**config.mk**
```make
export PLATFORM = sky130hd
export DESIGN_NAME = seg_dynamic_scan
export DESIGN_NICKNAME = d
export VERILOG_FILES = /design/src/rtl/seg_pkg.sv /design/src/rtl/bcd_to_seg.sv /design/src/rtl/seg_dynamic_scan.sv
export SDC_FILE = /design/constraint.sdc
export NUM_CORES = 1
export LEC_CHECK = 0
export ABC_AREA = 1
export BUFFER_PORTS_ARGS = -buffer_cell sky130_fd_sc_hd__buf_2
export CAP_MARGIN = 20
export CORE_MARGIN = 4
export CORE_UTILIZATION = 25
export DETAILED_ROUTE_END_ITERATION = 10
export SYNTH_ARGS = -nofsm -noshare
export SYNTH_HDL_FRONTEND = slang
export SYNTH_SLANG_ARGS = --single-unit
```
**constraint.sdc**
```tcl
create_clock -name sys_clk -period 3.3 [get_ports sys_clk]
set_clock_uncertainty 0.05 [all_clocks]
set_input_delay 0 -clock sys_clk [delete_from_list [all_inputs] [get_ports sys_clk]]
set_output_delay 0 -clock sys_clk [all_outputs]
set_load 0.01 [all_outputs]
```
**src/rtl/seg_pkg.sv**
```systemverilog
// rtl/seg_pkg.sv - shared constants for the six-digit seven-segment scanner
package seg_pkg;

    localparam int NUM_DIGITS = 6;

    // Active-low patterns, bit 7 = DP (off), bits 6:0 = g..a
    localparam logic [7:0] SEG_0     = 8'hC0;
    localparam logic [7:0] SEG_1     = 8'hF9;
    localparam logic [7:0] SEG_2     = 8'hA4;
    localparam logic [7:0] SEG_3     = 8'hB0;
    localparam logic [7:0] SEG_4     = 8'h99;
    localparam logic [7:0] SEG_5     = 8'h92;
    localparam logic [7:0] SEG_6     = 8'h82;
    localparam logic [7:0] SEG_7     = 8'hF8;
    localparam logic [7:0] SEG_8     = 8'h80;
    localparam logic [7:0] SEG_9     = 8'h90;
    localparam logic [7:0] SEG_MINUS = 8'hBF;
    localparam logic [7:0] SEG_BLANK = 8'hFF;

endpackage

```
**src/rtl/bcd_to_seg.sv**
```systemverilog
// rtl/bcd_to_seg.sv - BCD digit to active-low seven-segment pattern
module bcd_to_seg
    import seg_pkg::*;
(
    input  logic [3:0] i_bcd,
    input  logic       i_blank,
    output logic [6:0] o_seg
);

    always_comb begin
        o_seg = SEG_BLANK[6:0];
        if (!i_blank) begin
            case (i_bcd)
                4'd0:    o_seg = SEG_0[6:0];
                4'd1:    o_seg = SEG_1[6:0];
                4'd2:    o_seg = SEG_2[6:0];
                4'd3:    o_seg = SEG_3[6:0];
                4'd4:    o_seg = SEG_4[6:0];
                4'd5:    o_seg = SEG_5[6:0];
                4'd6:    o_seg = SEG_6[6:0];
                4'd7:    o_seg = SEG_7[6:0];
                4'd8:    o_seg = SEG_8[6:0];
                4'd9:    o_seg = SEG_9[6:0];
                default: o_seg = SEG_BLANK[6:0];
            endcase
        end
    end

endmodule

```
**src/rtl/seg_dynamic_scan.sv**
```systemverilog
// rtl/seg_dynamic_scan.sv - six-digit multiplexed display driver with
// leading-zero blanking, minus-sign placement and per-frame input latching
module seg_dynamic_scan
    import seg_pkg::*;
#(
    parameter int CNT_MAX = 49999
) (
    input  logic       sys_clk,
    input  logic       sys_rst,
    input  logic       seg_en,
    input  logic [3:0] unit,
    input  logic [3:0] ten,
    input  logic [3:0] hun,
    input  logic [3:0] tho,
    input  logic [3:0] t_tho,
    input  logic [3:0] h_hun,
    input  logic [5:0] point,
    input  logic       sign,
    output logic [5:0] sel,
    output logic [7:0] seg
);

    localparam int             CW       = $clog2(CNT_MAX + 1);
    localparam logic [CW-1:0]  CNT_LAST = CW'(CNT_MAX);
    localparam logic [2:0]     SEL_LAST = 3'(NUM_DIGITS - 1);

    logic [CW-1:0]                  r_cnt_1ms;
    logic [2:0]                     r_cnt_sel;
    logic [NUM_DIGITS-1:0][3:0]     r_digit;
    logic [NUM_DIGITS-1:0]          r_point;
    logic                           r_sign;

    logic                           r_a_en;
    logic [2:0]                     r_a_idx;
    logic [6:0]                     r_a_code;
    logic                           r_a_dp;

    logic                           w_scan_end;
    logic                           w_frame_end;
    logic [2:0]                     w_top;
    logic [3:0]                     w_cur_digit;
    logic                           w_blank;
    logic                           w_minus;
    logic [6:0]                     w_dec;
    logic [6:0]                     w_code;

    assign w_scan_end  = (r_cnt_1ms == CNT_LAST);
    assign w_frame_end = w_scan_end && (r_cnt_sel == SEL_LAST);

    always_ff @(posedge sys_clk) begin
        if (sys_rst || !seg_en) begin
            r_cnt_1ms <= '0;
            r_cnt_sel <= '0;
        end else if (w_scan_end) begin
            r_cnt_1ms <= '0;
            r_cnt_sel <= (r_cnt_sel == SEL_LAST) ? 3'd0 : r_cnt_sel + 3'd1;
        end else begin
            r_cnt_1ms <= r_cnt_1ms + CW'(1);
        end
    end

    // Shadow copy refreshes only between frames so a frame never mixes values
    always_ff @(posedge sys_clk) begin
        if (sys_rst) begin
            r_digit <= '0;
            r_point <= '0;
            r_sign  <= 1'b0;
        end else if (!seg_en || w_frame_end) begin
            r_digit <= {h_hun, t_tho, tho, hun, ten, unit};
            r_point <= point;
            r_sign  <= sign;
        end
    end

    // Highest digit that must be lit: nonzero value or DP, whichever is higher
    always_comb begin
        w_top = 3'd0;
        for (int i = 0; i < NUM_DIGITS; i++) begin
            if (r_digit[i] != 4'd0 || r_point[i]) begin
                w_top = 3'(i);
            end
        end
    end

    assign w_cur_digit = r_digit[r_cnt_sel];
    assign w_blank     = (r_cnt_sel > w_top);
    assign w_minus     = r_sign && (w_top < SEL_LAST) && (r_cnt_sel == w_top + 3'd1);

    bcd_to_seg u_bcd_to_seg (
        .i_bcd   (w_cur_digit),
        .i_blank (w_blank),
        .o_seg   (w_dec)
    );

    assign w_code = w_minus ? SEG_MINUS[6:0] : w_dec;

    always_ff @(posedge sys_clk) begin
        if (sys_rst) begin
            r_a_en   <= 1'b0;
            r_a_idx  <= '0;
            r_a_code <= SEG_BLANK[6:0];
            r_a_dp   <= 1'b1;
        end else begin
            r_a_en   <= seg_en;
            r_a_idx  <= r_cnt_sel;
            r_a_code <= w_code;
            r_a_dp   <= ~r_point[r_cnt_sel];
        end
    end

    // sel and seg share one register stage so they always switch together
    always_ff @(posedge sys_clk) begin
        if (sys_rst) begin
            sel <= 6'h3F;
            seg <= SEG_BLANK;
        end else if (r_a_en) begin
            sel <= ~(6'd1 << r_a_idx);
            seg <= {r_a_dp, r_a_code};
        end else begin
            sel <= 6'h3F;
            seg <= SEG_BLANK;
        end
    end

endmodule
```
After elaboration in Yosys (flattened, before gate mapping)
Memory sizes are Yosys's and may differ from the RTL's.
Cells that the tools add are included.
Widths: inputs -> output; s select.

word-level totals
  memories kept = 1
  flip-flop bits (word level) = 76
  output and inout port bits = 14
  bits in read-only memories = 112
  input port bits = 34

memories
  memory            depth  width  read ports  clocked after memory_dff  write ports  RTL line          text
  (name not given)  16     7      1           0                         0            bcd_to_seg.sv:13  case (i_bcd)

operators by class
  bitwise logic cells = 3
  order comparisons = 3
  reduce and logical (&&, ||, !) cells = 19
  eq/ne operators = 3
  add/sub/neg operators = 3
  multiplexer cells = 12
  shifts and indexed selects = 1

operators with widths
  operator               number
  $reduce_bool 4->1      5
  $add 16x1->16 const B  1
  $eq 16x16->1 const B   1
  $mux 3                 5
  $mux 7                 2
  $bmux 4 s3             1
  $logic_or 1x1->1       7
  $add 3x1->3 const B    2
  $not 6->6              1
  $shl 1x3->6 const A    1
  $lt 3x4->1 const B     1
  $mux 4                 1
  $reduce_or 2->1        2
  $bmux 1 s3             1
  $eq 3x3->1             1
  $eq 3x3->1 const B     1
  $gt 3x3->1             1
  $logic_and 1x1->1      3
  $lt 3x3->1 const B     1
  $reduce_or 3->1        1
  $mux 1                 2
  $not 1->1              2
  $logic_not 1->1        1

Logic depth before layout (Yosys ltp)
  word-level depth = 11
  mapped depth = 15
  mapped depth without buffers = 14

Modules after synthesis
Synthesis repeated with hierarchy kept, for this count alone.

second synthesis, totals
  cell total of the unflattened synthesis = 523
  area, all modules = 3652.3 µm²

modules (own cells, without submodules)
  module            cells each  instances  area an instance (µm²)
  seg_dynamic_scan  486         1          3448.3
  bcd_to_seg        37          1          203.9

Worst setup path before layout
No wires, ideal clock.

  path kind = reg2reg
  start point = reg r_point[3]
  end point = reg r_a_code[0]
  period minus slack after synthesis = 2.045 ns
  setup slack = 1.255 ns
  arrival time = 1.873 ns
  stages on the path, launching flop included = 13
  setup time = 0.122 ns
  path through = dfxtp_1 inv_1 nand2_1 nor4_1 a21oi_1 or2_2 ha_1 o211ai_1 nor2_1 nand2_1 nand3_1 a21oi_2 nand2_1

on the way
  cells in the longest elaborated chain, start to end = 8
  elaborated cells between the ends (all ways) = 11

ends and longest elaborated chain
  element                                          RTL line                 text
  from (decl)                                      seg_dynamic_scan.sv:30   logic [NUM_DIGITS-1:0] r_point;
  from (signal assigned)                           seg_dynamic_scan.sv:70   r_point <= point;
  $logic_or 1x1->1 (*)                             seg_dynamic_scan.sv:79   if (r_digit[i] != 4'd0 || r_point[i]) begin
  $mux 3 (*) (3 in series)                         seg_dynamic_scan.sv:79
  $add 3x1->3 or $lt 3x3->1 (tied branches)        seg_dynamic_scan.sv:87   assign w_minus = r_sign && (w_top < SEL_LAST) && (r_cnt_sel == w_top + 3'd1);
  $eq 3x3->1 or $logic_and 1x1->1 (tied branches)  seg_dynamic_scan.sv:87
  $logic_and 1x1->1                                seg_dynamic_scan.sv:87
  $reduce_or 3->1 (no line) (*)                    n/a
  to (signal assigned)                             seg_dynamic_scan.sv:101  r_a_code <= SEG_BLANK[6:0];
  to (signal assigned)                             seg_dynamic_scan.sv:106  r_a_code <= w_code;
  to (decl)                                        seg_dynamic_scan.sv:35   logic [6:0] r_a_code;

Mark *: on every way between the ends. The rest lies on a longest branch, timed or not.
A chain may end at the register's enable or synchronous reset.

Worst setup path in the final report
  start point = reg r_point[3]
  end point = reg r_a_code[1]

Same word-level chain as after synthesis.

==> impl_metrics.json <==
{
  "max_clock_freq_ghz": 0.418,
  "initial_core_util": 0.256,
  "place.gp.congestion": 0.811,
  "port-buffer-count": 47,
  "io_pins": 48,
  "placed_cell_area_mm2": 0.00393,
  "vias": 3285,
  "syn_to_final_growth_pct": 28.6,
  "powerDensity_mw_per_mm2": 476,
  "synth_common_cells": "nand2_1, dfxtp_1, nor2_1, a21oi_1, nand3_1",
  "cts-root-buf": "clkbuf_16",
  "clk_pin_slew_ps": 60,
  "dp_hpwl_um": 5980,
  "async_reset_ff_frac": 0,
  "status": "complete, no violations",
  "yosysMostFrequentCell": "nand2_1",
  "ys_ff_latch": 76,
  "vias_per_cell": 4.38,
  "use_met3": 0.0272,
  "worst_pin_slew_ps": 615,
  "cp_cell_sequence": "inv_1 -> nand2_1 -> nor4_1 -> a21oi_1 -> or2_2 -> ha_1 -> o211ai_1 -> nor2_1 -> nand2_1 -> nand3_1 -> a21oi_2 -> nand2_1",
  "cpPeakStageDelay_ps": 350,
  "die_y_um": 127,
  "dieArea_mm2": 0.0162,
  "grtUsageMet1": 0.154,
  "rsz0062_at_grt": "no",
  "cp.required_ps": 3460,
  "slew_headroom": 0.589,
  "netlist_instances": 492,
  "min_period_ps": 2390,
  "clock_sinks": 76,
  "crit_fanout": 5,
  "ant_nets": 0,
  "synth-edff-count": 0,
  "worstHoldPathType": "flip-flop to flip-flop",
  "drive_gt1_frac": 0.154,
  "first_iter_violations": 172,
  "yosysTopAreaCell": "dfxtp_1",
  "cpMaxStageDelayCell": "nor4_1",
  "synth_seq_area_share": 0.427,
  "worstHoldStart": "r_a_code[2]",
  "placementRows": 43,
  "drc_errors": 0,
  "num-fill-cells": 1492,
  "cts_setup_buffers": 0,
  "power_leakage_uw": 0.00193,
  "cts_tree": "built",
  "period_share": 0.725,
  "gr-total-overflow": 0,
  "globalRoute.busiestLayer": "met2",
  "critPathMostFrequentCell": "nand2_1",
  "end_kind": "flip-flop",
  "critPathLaunchType": "flip-flop",
  "arrival_ps": 2550,
  "setup_violations": 0,
  "grt_pass1_vias": 3120,
  "avgSynthCellArea_um2": 7.24,
  "path_delay_family": "simple AND/OR/NAND/NOR gates",
  "synth_area_leaders": "dfxtp_1, nand2_1, nor2_1",
  "wl_per_cell_um": 11.2,
  "hold_violations": 0,
  "track_usage": 0.112,
  "tns_ps": 0,
  "ir_drop_v": 0.000304,
  "synth_nets": 536,
  "dr.pass1.iters": 4,
  "syn-cell-area_mm2": 0.00356,
  "gr-usage-met2": 0.171,
  "h-tree-depth": 3,
  "synth_cell_types": 37,
  "nNetsFinal": 609,
  "wirelength_um": 8420,
  "antenna_found_initial": 0,
  "crit_start": "r_point[3]",
  "grt_pass1_wl_um": 14700,
  "core_mm2": 0.0139,
  "path_class": "flip-flop to flip-flop",
  "crit_buf_inv": 1,
  "drv_slew": 0,
  "diodes": 0,
  "synth_flop_cell": "dfxtp_1",
  "numCtsBuffers": 9,
  "r2r_start": "r_point[3]",
  "yosys_warnings": 0,
  "synth_top_area_frac": 0.427,
  "max_cap_viol_count": 0,
  "grt_max_degree": 63,
  "clock_latency_ps": 330,
  "max-clock-path-buffers": 2,
  "final_area_mm2": 0.00458,
  "die_w_um": 127
}
cell type report:
class                   count  area, µm²  area share
multi-input cells         347       1750       0.383
flip-flops and latches     76       1520       0.332
repair buffers             83        601       0.131
clock buffers               9        225      0.0492
well taps                 180        225      0.0492
inverters                  48        183      0.0399
clock inverters             7       73.8      0.0161
placed cells by master, fill, tap and decap left out, types with 6 or more instances in the layout:
cell type,synthesis,routed
a21oi_1,48,48
buf_2,7,47
clkbuf_16,0,9
dfxtp_1,76,76
dlygate4sd3_1,0,33
ha_1,10,10
inv_1,42,42
nand2_1,107,107
nand3_1,45,45
nand3b_1,11,11
nand4_1,6,6
nor2_1,67,67
nor3_1,10,10
o21ai_0,7,7
or2_2,9,9
per-stage QoR:
step           std cells  setup slack (ps)  power (µW)  hold slack [ps]  utilization
3_3_place_gp         700               894        1190              170        0.282
6_report             750               909        2180              363        0.329
3_5_place_dp         700               882        1190              173        0.282
5_1_grt              750               603        2290              374        0.329
4_1_cts              749               830        2210              355        0.327
2_1_floorplan        492              1260        1130             22.4            -
registers in the layout, summed over array words and instances (netlist names):
name,count
r_a_code,7
r_a_dp,1
r_a_en,1
r_a_idx,3
r_cnt_1ms,16
r_cnt_sel,3
r_digit,24
r_point,6
r_sign,1
seg,8
sel,6
cell families after synthesis:
| family | count (synthesis) | synth area share |
|---|---|---|
| simple gates | 266 | 0.342 |
| flops | 76 | 0.427 |
| buf+inv | 69 | 0.0811 |
| compound gates | 66 | 0.102 |
| fa+ha+maj | 10 | 0.0351 |
| xor+xnor | 5 | 0.0123 |
layer usage:
layer | up-vias | part of all wire
li1 | 1753 | -
met1 | 1450 | 0.49
met2 | 70 | 0.44
met4 | 0 | 0.013
met5 | - | 0
met3 | 12 | 0.053
what timing repair did:
item                      CTS  global route
resized for setup           0             0
hold buffers               33             0
hold endpoints to repair   37             0
worst paths after layout:
kind                       to  slack, ps  cells past startpoint
setup / recovery  r_a_code[1]        910                     12
hold / removal         seg[2]        360                      1
setup reg to reg  r_a_code[1]        910                     12
hold reg to reg        seg[2]        360                      1
power by group:
| part | total (µW) | internal, µW | leakage (µW) | switching, µW |
|---|---|---|---|---|
| clock | 982 | 589 | 0.000146 | 393 |
| combinational | 222 | 104 | 0.00116 | 118 |
| sequential | 977 | 959 | 0.000625 | 18.4 |
(Power assumes the default switching activity.)
